$ cat src/rtl/pipe_ctrl_pkg.sv
// Shared definitions for the pipeline controller: FSM state encoding,
// pipeline stage indices and flush counter sizing.
package pipe_ctrl_pkg;

   typedef enum logic {
      ST_IDLE  = 1'b0,
      ST_FLUSH = 1'b1
   } state_e;

   localparam int STG_PC    = 0;
   localparam int STG_IF_ID = 1;
   localparam int STG_ID_EX = 2;

   localparam int CNT_W = 4;

   // Value loaded on a redirect: the redirect cycle itself is the first
   // cycle of the flush window, so the FLUSH state covers the remainder.
   function automatic logic [CNT_W-1:0] flush_load(input int flush_cycles);
      return CNT_W'(flush_cycles - 1);
   endfunction

endpackage

$ cat src/rtl/pipe_ctrl_perf.sv
// Free-running stall/flush cycle counters for the pipeline controller.
// Both counters wrap at 2^32 and clear on reset.
module pipe_ctrl_perf (
   input  logic        clk,
   input  logic        rst_n,
   input  logic        stall_any_i,
   input  logic        flush_any_i,
   output logic [31:0] stall_cnt_o,
   output logic [31:0] flush_cnt_o
);

   logic [31:0] stall_cnt_q;
   logic [31:0] flush_cnt_q;
   logic [31:0] stall_cnt_d;
   logic [31:0] flush_cnt_d;

   always_comb begin
      stall_cnt_d = stall_cnt_q;
      flush_cnt_d = flush_cnt_q;
      if (stall_any_i) begin
         stall_cnt_d = stall_cnt_q + 32'd1;
      end
      if (flush_any_i) begin
         flush_cnt_d = flush_cnt_q + 32'd1;
      end
   end

   always_ff @(posedge clk or negedge rst_n) begin
      if (!rst_n) begin
         stall_cnt_q <= '0;
         flush_cnt_q <= '0;
      end else begin
         stall_cnt_q <= stall_cnt_d;
         flush_cnt_q <= flush_cnt_d;
      end
   end

   assign stall_cnt_o = stall_cnt_q;
   assign flush_cnt_o = flush_cnt_q;

endmodule

$ cat src/rtl/pipe_ctrl.sv
// Pipeline hazard controller: redirect select, per-stage flush/stall masks.
// Define PIPE_CTRL_PERF_EN to add stall_cnt_o / flush_cnt_o cycle counters.
//
//   state    | meaning
//   ---------+-----------------------------------------------------------
//   ST_IDLE  | no flush window open; flush only on a same-cycle redirect
//   ST_FLUSH | inside a flush window; cnt_q cycles remain including this one
module pipe_ctrl
   import pipe_ctrl_pkg::*;
#(
   parameter int STAGES       = STG_ID_EX + 1,
   parameter int FLUSH_CYCLES = 2,
   parameter int ADDR_W       = 32
) (
   input  logic              clk,
   input  logic              rst_n,
   input  logic              jump_flag_i,
   input  logic [ADDR_W-1:0] jump_addr_i,
   input  logic              hold_ex_i,
   input  logic              clint_jump_i,
   input  logic [ADDR_W-1:0] clint_addr_i,
   input  logic              clint_hold_i,
   output logic              jump_flag_o,
   output logic [ADDR_W-1:0] jump_addr_o,
   output logic [STAGES-1:0] stall_o,
   output logic [STAGES-1:0] flush_o,
   output logic              busy_o
`ifdef PIPE_CTRL_PERF_EN
   ,
   output logic [31:0]       stall_cnt_o,
   output logic [31:0]       flush_cnt_o
`endif
);

   localparam logic [CNT_W-1:0]  CNT_LOAD = flush_load(FLUSH_CYCLES);
   localparam logic [STAGES-1:0] ALL_STG  = '1;
   localparam logic [STAGES-1:0] EX_STG   = ALL_STG >> 1;

   state_e            state_q;
   logic [CNT_W-1:0]  cnt_q;
   logic              busy_q;

   logic              redirect;
   logic              flush_active;
   logic [STAGES-1:0] hold_mask;
   logic [STAGES-1:0] flush_mask;

   assign redirect     = clint_jump_i | jump_flag_i;
   assign flush_active = redirect | (state_q == ST_FLUSH);

   always_comb begin
      jump_addr_o = '0;
      if (clint_jump_i) begin
         jump_addr_o = clint_addr_i;
      end else if (jump_flag_i) begin
         jump_addr_o = jump_addr_i;
      end
   end

   // pc_reg never bubbles: it consumes the redirect target instead.
   always_comb begin
      flush_mask = '0;
      for (int s = 0; s < STAGES; s++) begin
         flush_mask[s] = flush_active && (s >= STG_IF_ID);
      end
      flush_mask[STG_PC] = 1'b0;
   end

   always_comb begin
      hold_mask = '0;
      if (clint_hold_i) begin
         hold_mask = ALL_STG;
      end else if (hold_ex_i) begin
         hold_mask = EX_STG;
      end
   end

   always_ff @(posedge clk or negedge rst_n) begin
      if (!rst_n) begin
         state_q <= ST_IDLE;
         cnt_q   <= '0;
         busy_q  <= 1'b0;
      end else if (redirect) begin
         if (FLUSH_CYCLES == 1) begin
            state_q <= ST_IDLE;
            cnt_q   <= '0;
            busy_q  <= 1'b0;
         end else begin
            state_q <= ST_FLUSH;
            cnt_q   <= CNT_LOAD;
            busy_q  <= 1'b1;
         end
      end else if (state_q == ST_FLUSH) begin
         cnt_q <= cnt_q - CNT_W'(1);
         if (cnt_q == CNT_W'(1)) begin
            state_q <= ST_IDLE;
            busy_q  <= 1'b0;
         end
      end
   end

   assign jump_flag_o = redirect;
   assign flush_o     = flush_mask;
   assign stall_o     = hold_mask & ~flush_mask;
   assign busy_o      = busy_q;

`ifdef PIPE_CTRL_PERF_EN
   pipe_ctrl_perf u_perf (
      .clk         (clk),
      .rst_n       (rst_n),
      .stall_any_i (|stall_o),
      .flush_any_i (|flush_o),
      .stall_cnt_o (stall_cnt_o),
      .flush_cnt_o (flush_cnt_o)
   );
`endif

endmodule

$ cat config.mk
export PLATFORM = sky130hd
export DESIGN_NAME = pipe_ctrl
export DESIGN_NICKNAME = d
export VERILOG_FILES = /design/src/rtl/pipe_ctrl_pkg.sv /design/src/rtl/pipe_ctrl_perf.sv /design/src/rtl/pipe_ctrl.sv
export SDC_FILE = /design/constraint.sdc
export NUM_CORES = 1
export LEC_CHECK = 0
export ABC_AREA = 0
export CAP_MARGIN = 20
export CORE_MARGIN = 5
export CORE_UTILIZATION = 40
export DETAILED_ROUTE_END_ITERATION = 10
export DONT_BUFFER_PORTS = 1
export HOLD_SLACK_MARGIN = 0.15
export PLACE_DENSITY = 0.66
export SLEW_MARGIN = 0
export SYNTH_ARGS = -nofsm -noshare
export SYNTH_HDL_FRONTEND = slang
export SYNTH_SLANG_ARGS = --single-unit
$ cat constraint.sdc
create_clock -name clk -period 3.7 [get_ports clk]
set_clock_uncertainty 0.15 [all_clocks]
set_input_delay 0 -clock clk [delete_from_list [all_inputs] [get_ports clk]]
set_output_delay 0 -clock clk [all_outputs]
set_load 0.05 [all_outputs]
# After elaboration in Yosys (flattened, before gate mapping)
# Index checks and enable logic that the tools add are counted.
[classes]
add_sub_neg = 1
n_eq_ne = 1
bitwise_logic = 4
mux = 12
n_reduce_logical = 3
[op_table]
columns = ["operator", "count"]
rows = [
  ["32-bit two-way mux", 2],
  ["4-bit two-way mux", 2],
  ["1-bit two-way mux", 6],
  ["4-bit by 1-bit == test with 1-bit output, second input constant", 1],
  ["2-bit nonzero test", 2],
  ["4-bit by 1-bit subtractor with 4-bit output, second input constant", 1],
  ["3-bit AND", 1],
  ["3-bit two-way mux", 1],
  ["3-bit inverter", 1],
  ["2-bit two-way mux", 1],
  ["1-bit OR", 2],
  ["2-bit AND reduction", 1],
]
[word_totals]
out_inout_bits = 40
wordCells = 24
register_bits = 6
inputBits = 70

# Logic depth before layout (Yosys ltp)
# Gate-level depths: netlist (run 1).
[logic_depth]
depth_word = 4
depth_mapped = 4
ltp_nobuf = 4

# Worst setup path before layout (run 1)
# No wires, ideal clock.
[synth_path]
path_kind = "register -> output"
startpoint = "register state_q"
endpoint = "output stall_o[1]"
n_path_buf = 1
path_slack_ns = 2.017
path_stages_with_launch = 4
t_arrival_ns = 1.533
t_required_ns = 3.550
cell_sequence = "dfrtp_1 > buf_2 > or3_4 > nor2b_1"
[synth_between]
elab_chain_cells = 3
[synth_rtl]
columns = ["element", "line_no", "text"]
rows = [
  ["start: declaration", "pipe_ctrl.sv:39", "state_e state_q;"],
  ["start signal: assignment", "pipe_ctrl.sv:80", "state_q <= ST_IDLE;"],
  ["start signal: assignment", "pipe_ctrl.sv:85", "state_q <= ST_IDLE;"],
  ["start signal: assignment", "pipe_ctrl.sv:89", "state_q <= ST_FLUSH;"],
  ["1-bit OR", "pipe_ctrl.sv:49", "assign flush_active = redirect | (state_q == ST_FLUSH);"],
  ["via flush_active", "pipe_ctrl.sv:44", "logic flush_active;"],
  ["3-bit inverter", "pipe_ctrl.sv:104", "assign stall_o = hold_mask & ~flush_mask;"],
  ["3-bit AND", "pipe_ctrl.sv:104", ""],
  ["end: declaration", "pipe_ctrl.sv:25", "output logic [STAGES-1:0] stall_o,"],
]
# The timed path passes the listed nets, and every way through them passes these cells.

# Worst setup path after layout (run 1)
[layout_path]
startpoint = "register state_q"
endpoint = "output stall_o[1]"
[layout_between]
elab_chain_cells = 3
[layout_rtl]
columns = ["element", "line_no", "text"]
rows = [
  ["1-bit OR", "pipe_ctrl.sv:49", ""],
  ["via flush_o[1]", "pipe_ctrl.sv:26", "output logic [STAGES-1:0] flush_o,"],
  ["3-bit inverter", "pipe_ctrl.sv:104", ""],
  ["3-bit AND", "pipe_ctrl.sv:104", ""],
]
# The timed path passes the listed nets, and every way through them passes these cells.

==> results of run 1 <==
[registers in the layout, indices dropped and copies added (netlist names)]
name and flops:
state_q 1, cnt_q 4, busy_o 1
[cells by family (layout without fill, tap and decap cells)]
family	count (synthesis)	count (layout)
DFF	6	6
AOI/OAI and AO/OA	37	37
other	1	1
muxes	1	1
adders and majority gates	2	2
and+or+nand+nor	14	14
buffers and inverters	16	16
xor gates and xnor gates	1	1
[layer usage]
metal	GRT usage	wire length, um	vias up
li1	-	-	299
met2	0.2810	1336	43
met3	0.05413	233	0
met4	0.02553	0	0
met1	0.1347	809	317
met5	0	0	-
[cell usage after synthesis (2+ instances only)]
| cell type | n | area (um2) |
|---|---|---|
| a22o_1 | 32 | 280.3 |
| dfrtp_1 | 6 | 150.1 |
| buf_4 | 4 | 30.03 |
| buf_6 | 4 | 45.04 |
| clkbuf_1 | 3 | 11.26 |
| inv_1 | 3 | 11.26 |
| ha_1 | 2 | 25.02 |
| nor2b_1 | 2 | 12.51 |
| nor3_1 | 2 | 10.01 |
| nor3b_1 | 2 | 15.01 |
[per-stage QoR]
step | cells | util
detailed placement | 91 | 0.3861
CTS | 102 | 0.4462
global placement | 91 | 0.3861
finish | 103 | 0.4527
global route | 103 | 0.4527
floorplan | 78 | -
[final cells by class]
type                            instances  area [um2]
Clock buffer                            3       22.52
Fill cell                             164       934.6
Inverter                                4       15.01
Multi-Input combinational cell         56       462.9
Sequential cell                         6       150.1
Tap cell                               25       31.28
Timing Repair Buffer                    9       91.34
[worst min path at each step]
| stage | startpoint | end | slack (ns) | depth (start not counted) |
|---|---|---|---|---|
| floorplan | rst_n | busy_o$_DFFE_PN0P_ | -0.45 | 0 |
| finish | jump_addr_i[10] | jump_addr_o[10] | 0.22 | 1 |
| CTS | jump_addr_i[10] | jump_addr_o[10] | 0.22 | 1 |
| global route | jump_addr_i[10] | jump_addr_o[10] | 0.22 | 1 |
| detailed placement | rst_n | cnt_q[2]$_DFFE_PN0P_ | -0.45 | 0 |
| global placement | rst_n | cnt_q[2]$_DFFE_PN0P_ | -0.45 | 0 |
[timing repair]
| action | in CTS | in global routing |
|---|---|---|
| hold buffers | 8 | 0 |
| hold endpoints to repair | 17 | 0 |
| resized for setup | 0 | 0 |
[cell usage in the layout, fill, tap and decap left out, types with 2 or more instances in the layout]
cell type	n
nor3_1	2
clkbuf_4	3
dfrtp_1	6
dlygate4sd3_1	8
inv_1	3
ha_1	2
a22o_1	32
nor3b_1	2
[power breakdown]
part,switching (mW),internal [mW],total (mW)
clock network,0.0215,0.0365,0.0580
logic,0.131,0.0366,0.168
registers,0.00937,0.0698,0.0792
total,0.162,0.143,0.305
==> summary.txt, run 1 <==
Run status
  • Status: complete, no violations

Finish
  • Fin nets: approximately 150
  • N_diodes: 0
  • Area grow syn2layout: 7.853%
  • Final Instance Area: about 770 um2
  • Layout cells sized above 1: 0.1538

Worst setup path
  • WP depth: 2
  • Critical Path End Type: output port
  • Endpoint of the lowest-slack register-to-register path: cnt_q[3]$_DFFE_PN0P_
  • Setup CP Type: flop to output port
  • Setup crit end: stall_o[1]
  • Arr. time, crit path: around 2.0 ns
  • Startpoint types: flop
  • Crit path launch: state_q$_DFF_PN0_
  • Internal reg-to-reg setup slack: approximately 2.3 ns
  • Buf/Inv on CP: 0
  • Req. time, crit path: 3.55 ns
  • RR Startpoint: state_q$_DFF_PN0_
  • R2R cell count: 2
  • CP Max Fanout: 9
  • Top delay family on crit path: simple AND/OR/NAND/NOR gates
  • Worst path slowest cell: nor2b_1
  • Critical path's largest stage delay: roughly 0.77 ns
  • CP cell instances: or3_4 -> nor2b_1

Floorplanning
  • Initial Util: 0.4198
  • I/O pins: 110
  • Die ar.: between 0.002 and 0.003 mm2
  • Die height: 52.34 um
  • Row Count: 15
  • Die Wd: ~52 um
  • Core ar.: about 0.0017 mm2

Power and ir drop
  • Tot Pwr: 0.3048 mW
  • Leakage dissipation: 0.3268 nW
  • Worst vdd ir: roughly 260 uV
  • Cell Pwr Density: between 300 and 400 mW/mm2

Route
  • Post-detailed-route DRC marker count: 0
  • Initial DRC Count: 9
  • WL/cell: 23.10 um
  • DR vias: between 600 and 700
  • Final WL: ~2400 um
  • Remaining antenna violation count after routing: 0
  • First-pass DRT Iterations: 4
  • DR vias/cell: ~6.4

GRT
  • Grt total ovfl: 0
  • Global-route wire length before repair: roughly 2900 um
  • Vias in the first global route: between 600 and 700
  • Initial antenna violation count: 0
  • GR Util All Layers: 0.1413
  • Largest net degree at the start of global routing: 36

Yosys
  • Synth Area in XOR/XNOR: 0.01222
  • Synth warnings: 0
  • Post-synth ARST share: 1.000
  • Commonest register cell after synthesis: dfrtp_1
  • Compound-Gate Fraction of Synth Area: 0.4380
  • Combinational family with the most area after synthesis: compound AO/OA/AOI/OAI gates
  • Post-synth EDFFs: 0
  • Post-synthesis mux area share: 0.01571
  • #FFs+latches synth: 6
  • Mapped Avg Cell Area: between 9 and 10 um2
  • Mapped cell area: between 700 and 800 um2
  • Seq/Total Area, Yosys: 0.2094
  • Post-synthesis adder-cell area fraction: 0.03490
  • Mapped Nets: 150
  • Distinct cells, synth: 28
  • Post-Synth Simple-Gate Area: 0.1361
  • Mapped Cells: 78

Clocking
  • Postcts setup bufs: 0
  • Clock root buffer: clkbuf_4
  • H-tree depth: 1
  • Worst-Skew Late Latency: about 0.24 ns
  • CTS buffer count: 3
  • Clock slew at reported path FFs: 0.05 ns
  • CTS tree: done
  • Max clock buf depth: 2
  • Num Clock Sinks: 6

Placed design
  • Dpl hpwl: 1826 um
  • Dpl cell area: approximately 660 um2
  • Dpl ws: around 1.8 ns
  • # port buffers: 0
  • GP Congestion: between 0.8 and 0.9

STA
  • Worst Max-Slew Pin Slew: roughly 0.93 ns
  • Min Hold Slack: 0.2159 ns
  • Crit path time final: ~2.2 ns
  • Headroom to the max-slew limit: 0.3817
  • Final worst-path cycle share: 0.5818
  • Fin. max-slew vios: 0
  • PnR worst setup slack: around 1.5 ns
  • Setup TNS: 0 ns
  • RSZ-0062 raised after global routing: false
  • Final setup viols: 0
  • Final hold vios: 0
  • Fmax: roughly 0.46 GHz

Flow run
  • Max-Cap Viols: 0

Worst hold path
  • Worst Hold Class: input pin to output port
(Power assumes the default switching activity.)
==> run 2: changes to the inputs <==
Settings changed: PLACE_DENSITY 0.66 to 0.68.
Clock period 3.7 ns to 1.83 ns, I/O delays scaled along.
==> run 2 against run 1 <==
Net effect: combinational power rose to 2.8 times the previous value; sequential share of layout area fell by 7.7 points; clock-buffer cell count did not move; first-iteration DRC count rose by 120%; critical path depth rose by 2; die area did not move; critical endpoint is now jump_addr_o[5]; worst hold slack got worse by 0.065 ns.
==> summary.txt, run 2 (synthesis results as in run 1) <==
Power and ir drop
  • Sw frac: 0.4791
  • Cell Pwr Density: about 600 mW/mm2
  • Switching Power: ~0.36 mW
  • Combinational share of power: 0.626
  • Leakage dissipation: approximately 0.6 nW
  • Seq pwr share: 0.213
  • Worst vdd ir: between 400 and 500 uV
  • Clock power share: 0.161
  • Int Pwr: ~0.39 mW

STA
  • Final setup viols: 0
  • Worst Max-Slew Pin Slew: 0.5110 ns
  • Crit path time final: approximately 1.8 ns
  • Min Hold Slack: 0.1511 ns
  • Headroom to the max-slew limit: 0.6582
  • Final worst-path cycle share: 0.9755
  • Fin. max-slew vios: 0
  • Setup TNS: 0 ns
  • Fmax: ~0.56 GHz
  • Final hold vios: 0
  • RSZ-0062 raised after global routing: false

Worst setup path
  • CP Max Fanout: 35
  • Setup CP Type: input pin to output port
  • Critical Path End Type: output port
  • Startpoint types: input pin
  • Arr. time, crit path: 1.64 ns
  • Most numerous cell on the critical path: dlygate4sd3_1
  • Critical path's largest stage delay: 0.63 ns
  • Worst path slowest cell: dlygate4sd3_1
  • Internal reg-to-reg setup slack: ~0.41 ns
  • Req. time, crit path: 1.68 ns
  • CP cell instances: dlygate4sd3_1 -> a22o_1 -> dlygate4sd3_1 -> buf_4

GRT
  • Initial antenna violation count: 0
  • Vias in the first global route: 914
  • GR Util All Layers: 0.2266
  • Global-route wire length before repair: approximately 4600 um
  • Grt total ovfl: 0
  • Largest net degree at the start of global routing: 36

Floorplanning
  • Core ar.: ~0.0017 mm2
  • Die ar.: 0.002739 mm2
  • Row Count: 15
  • Initial Util: 0.4198
  • Die height: roughly 52 um
  • I/O pins: 110
  • Die Wd: about 52 um

Placed design
  • Dpl hpwl: 2211 um
  • GP Congestion: between 0.7 and 0.8
  • Dpl cells: roughly 130
  • # port buffers: 0

Finish
  • Area grow syn2layout: 78.53%
  • Commonest non-fill, non-tap cells in the layout: buf_4, dlygate4sd3_1, a22o_1
  • Most common cell after layout, fill and taps aside: buf_4
  • Fin nets: 211
  • Max reg flops: 4
  • Non-filler cells in the finished layout: 162
  • Filler cell count: 129
  • N_diodes: 0
  • Register area: between 150 and 200 um2
  • Layout cells sized above 1: 0.3431
  • Area of the multi-input gates: around 470 um2
  • Largest Register: cnt_q

Route
  • First-pass DRT Iterations: 4
  • DR vias: approximately 910
  • Remaining antenna violation count after routing: 0
  • DR vias/cell: about 5.6
  • WL/cell: between 20 and 25 um
  • Final WL: about 3400 um
  • Post-detailed-route DRC marker count: 0
  • Initial DRC Count: 20

Clocking
  • Worst-Skew Late Latency: about 0.24 ns
  • Max clock buf depth: 2
  • CTS buffer count: 3
  • Clock root buffer: clkbuf_4
  • CTS tree: done
  • H-tree depth: 1
  • Num Clock Sinks: 6

Worst hold path
  • Worst Hold Class: input pin to output port

Run status
  • Status: complete, no violations

Flow run
  • Max-Cap Viols: 0
-- run 2: cell count changes in the layout (fill, tap and decap cells not counted) --
cell,before,now
a211oi_1,1,0
buf_6,1,0
a211oi_2,0,1
buf_4,0,35
dlygate4sd3_1,8,33
-- run 2: power by group through the flow --
stage | Sequential [mW] | Clock (mW) | Combinational [mW]
3_5_place_dp | 0.161 | 0 | 0.400
6_report | 0.160 | 0.121 | 0.470
4_1_cts | 0.159 | 0.127 | 0.464
5_1_grt | 0.161 | 0.137 | 0.487
3_3_place_gp | 0.160 | 0 | 0.396
2_1_floorplan | 0.156 | 0 | 0.330
-- run 2: through the flow --
| step | cell area [um2] | setup slack [ns] | total power, mW | utilization |
|---|---|---|---|---|
| final | 1280 | 0.04476 | 0.7500 | 0.7495 |
| after global routing | 1280 | 0.008599 | 0.7849 | 0.7495 |
| after CTS | 1275 | 0.06768 | 0.7502 | 0.7465 |
| after detailed placement | 922.1 | 0.4161 | 0.5611 | 0.5399 |
| after global placement | 922.1 | 0.4935 | 0.5566 | 0.5399 |
| after floorplan | 716.9 | 0.1471 | 0.4862 | - |
-- run 2: path summary, 6_finish.rpt --
path | depth (start not counted) | start | endpoint
hold / removal | 2 | clint_jump_i | jump_addr_o[21]
setup / recovery | 4 | clint_jump_i | jump_addr_o[5]
min in group asynchronous | 2 | rst_n | cnt_q[0]$_DFFE_PN0P_
setup reg to reg | 2 | state_q$_DFF_PN0_ | cnt_q[3]$_DFFE_PN0P_
hold reg to reg | 2 | cnt_q[0]$_DFFE_PN0P_ | cnt_q[0]$_DFFE_PN0P_
max in group asynchronous | 2 | rst_n | cnt_q[2]$_DFFE_PN0P_
-- run 2: what timing repair did --
item / 4_1_cts / 5_1_grt
hold buffers: 33 / 0
endpoints found under the hold margin: 38 / 0
endpoints found under the setup margin: 0 / 1
resized for setup: 0 / 1
buffers inserted: 0 / 0
-- run 2: metal layers --
metal / track usage / routed length [um]
met1: 0.2284 / 1109
met2: 0.4256 / 1772
met3: 0.07977 / 406
met4: 0.07234 / 72
met5: 0 / 0
-- run 2: cell type report --
type	instances	share of cell area
Clock buffer	3	0.01760
Inverter	4	0.01173
Multi-Input combinational cell	56	0.3656
Sequential cell	6	0.1173
Tap cell	25	0.02444
Timing Repair Buffer	68	0.4633
-- run 2: critical path: cells and delay by family --
kind | cells | cell delay (ns)
buf+inv | 3 | 1.38
compound gates | 1 | 0.25
==> run 3: changes to the inputs <==
Settings changed: CORE_MARGIN 5 to 8.
==> run 3 against run 2 <==
Net effect: final area shrank 1.2%; fmax grew 2.3%; routed wire length grew 12%; critical path depth shrank 1; register-to-register slack gained 0.02 ns; setup slack gained 0.041 ns; non-clock buffer count shrank 1; first-iteration DRC count grew 65%; global-route usage shrank 2.3 points; sequential cell count is the same; sequential share of layout area grew 0.14 points; die area grew 24%; critical path type unchanged; critical endpoint is now stall_o[0]; largest cell class unchanged; highest routed layer unchanged.
==> summary.txt, run 3 (synthesis results as in run 1) <==
Run status
  • Status: complete, no violations

Finish
  • Max reg flops: 4
  • Fin util: 0.7407
  • N_diodes: 0
  • Final Instance Area: between 0.001 and 0.0015 mm2
  • Commonest non-fill, non-tap cells in the layout: buf_4, a22o_1, dlygate4sd3_1
  • Area grow syn2layout: 76.44%
  • Fin nets: 210
  • Most common cell after layout, fill and taps aside: buf_4
  • Largest Register: cnt_q
  • Layout cells sized above 1: 0.3382

STA
  • Fmax: about 0.57 GHz
  • Final hold vios: 0
  • Fin. max-slew vios: 0
  • Min Hold Slack: roughly 0.15 ns
  • Crit path time final: 1.744 ns
  • Final setup viols: 0
  • PnR worst setup slack: between 0.08 and 0.09 ns
  • Setup TNS: 0 ns
  • Headroom to the max-slew limit: 0.6421
  • Worst Max-Slew Pin Slew: roughly 0.54 ns
  • RSZ-0062 raised after global routing: false
  • Final worst-path cycle share: 0.9532

GRT
  • Vias in the first global route: approximately 900
  • Largest net degree at the start of global routing: 33
  • Grt total ovfl: 0
  • Initial antenna violation count: 0
  • Global-route wire length before repair: ~5300 um
  • GR Util All Layers: 0.2034

Worst setup path
  • CP Max Fanout: 2
  • Internal reg-to-reg setup slack: 0.43 ns
  • Req. time, crit path: 1.68 ns
  • Buf/Inv on CP: 2
  • Top delay family on crit path: buffers and inverters
  • Worst path slowest cell: dlygate4sd3_1
  • Startpoint types: input pin
  • Critical path's largest stage delay: roughly 0.8 ns
  • Most numerous cell on the critical path: dlygate4sd3_1
  • Arr. time, crit path: roughly 1.6 ns
  • Critical Path End Type: output port
  • Setup CP Type: input pin to output port
  • CP cell instances: dlygate4sd3_1 -> or2_2 -> dlygate4sd3_1

Clocking
  • Clock root buffer: clkbuf_4
  • Num Clock Sinks: 6
  • CTS buffer count: 3
  • Post-cts resize count: 0
  • Max clock buf depth: 2
  • Postcts setup bufs: 0
  • CTS tree: done
  • Worst-Skew Late Latency: around 0.24 ns
  • H-tree depth: 1

Route
  • WL/cell: ~23 um
  • Initial DRC Count: 33
  • Post-detailed-route DRC marker count: 0
  • Final WL: around 3700 um
  • First-pass DRT Iterations: 4
  • Remaining antenna violation count after routing: 0
  • DR vias/cell: 5.646
  • DR vias: between 900 and 1,000

Floorplanning
  • Die ar.: 0.003403 mm2
  • Core ar.: about 0.0017 mm2
  • Die height: slightly below 60 um
  • I/O pins: 110
  • Die Wd: roughly 58 um
  • Initial Util: 0.4198
  • Row Count: 15

Power and ir drop
  • Worst vdd ir: 535.9 uV
  • Cell Pwr Density: 592.7 mW/mm2
  • Leakage dissipation: between 0.5 and 0.6 nW

Placed design
  • # port buffers: 0
  • Dpl cell area: 922.1 um2
  • Dpl hpwl: 2486 um
  • Dpl ws: roughly 0.45 ns
  • GP Congestion: between 0.6 and 0.7

Flow run
  • Max-Cap Viols: 0

Worst hold path
  • Worst Hold Class: input pin to output port
[run 3: cell type report]
cell class	count	area, um2
clock buffers	3	22.52
fillers	123	442.9
inverters	4	15.01
multi-input cells	56	462.9
flip-flops and latches	6	150.1
well taps	25	31.28
repair buffers	67	583.1
[run 3: power breakdown]
part	switching (mW)	internal, mW	total, mW
registers	0.0187	0.141	0.160
clock network	0.0475	0.0742	0.122
logic	0.296	0.173	0.468
[run 3: timing repair]
action                                  in CTS  in global routing
hold buffers                                32                  1
endpoints found under the setup margin       0                  1
hold endpoints to repair                    39                  6
[run 3: layer usage]
layer  up-vias  share of wire  track usage
met4         0         0.0051      0.07343
met3         4           0.10      0.04348
li1        416              -            -
met1       429           0.32       0.2015
met2        60           0.57       0.3984
met5         -              0            0
[run 3: worst register-to-register path, stage by stage, from the launching register on]
cell and delay [ns]:
dfrtp_1 0.50, nor4b_2 0.26, mux2_2 0.36
[run 3: path summary, 6_finish.rpt]
| kind | endpoint | startpoint | depth (start not counted) |
|---|---|---|---|
| max in group asynchronous | cnt_q[3]$_DFFE_PN0P_ | rst_n | 2 |
| min in group asynchronous | cnt_q[2]$_DFFE_PN0P_ | rst_n | 2 |
| min reg2reg | cnt_q[2]$_DFFE_PN0P_ | cnt_q[2]$_DFFE_PN0P_ | 2 |
| max reg2reg | cnt_q[3]$_DFFE_PN0P_ | state_q$_DFF_PN0_ | 2 |
| min | jump_addr_o[10] | jump_addr_i[10] | 2 |
| max | stall_o[0] | hold_ex_i | 3 |
[run 3: stage by stage]
step | power [mW] | cells
after CTS | 0.7509 | 161
after floorplan | 0.4862 | 78
after global placement | 0.5579 | 126
final | 0.7497 | 161
after global routing | 0.7811 | 161
after detailed placement | 0.5624 | 126
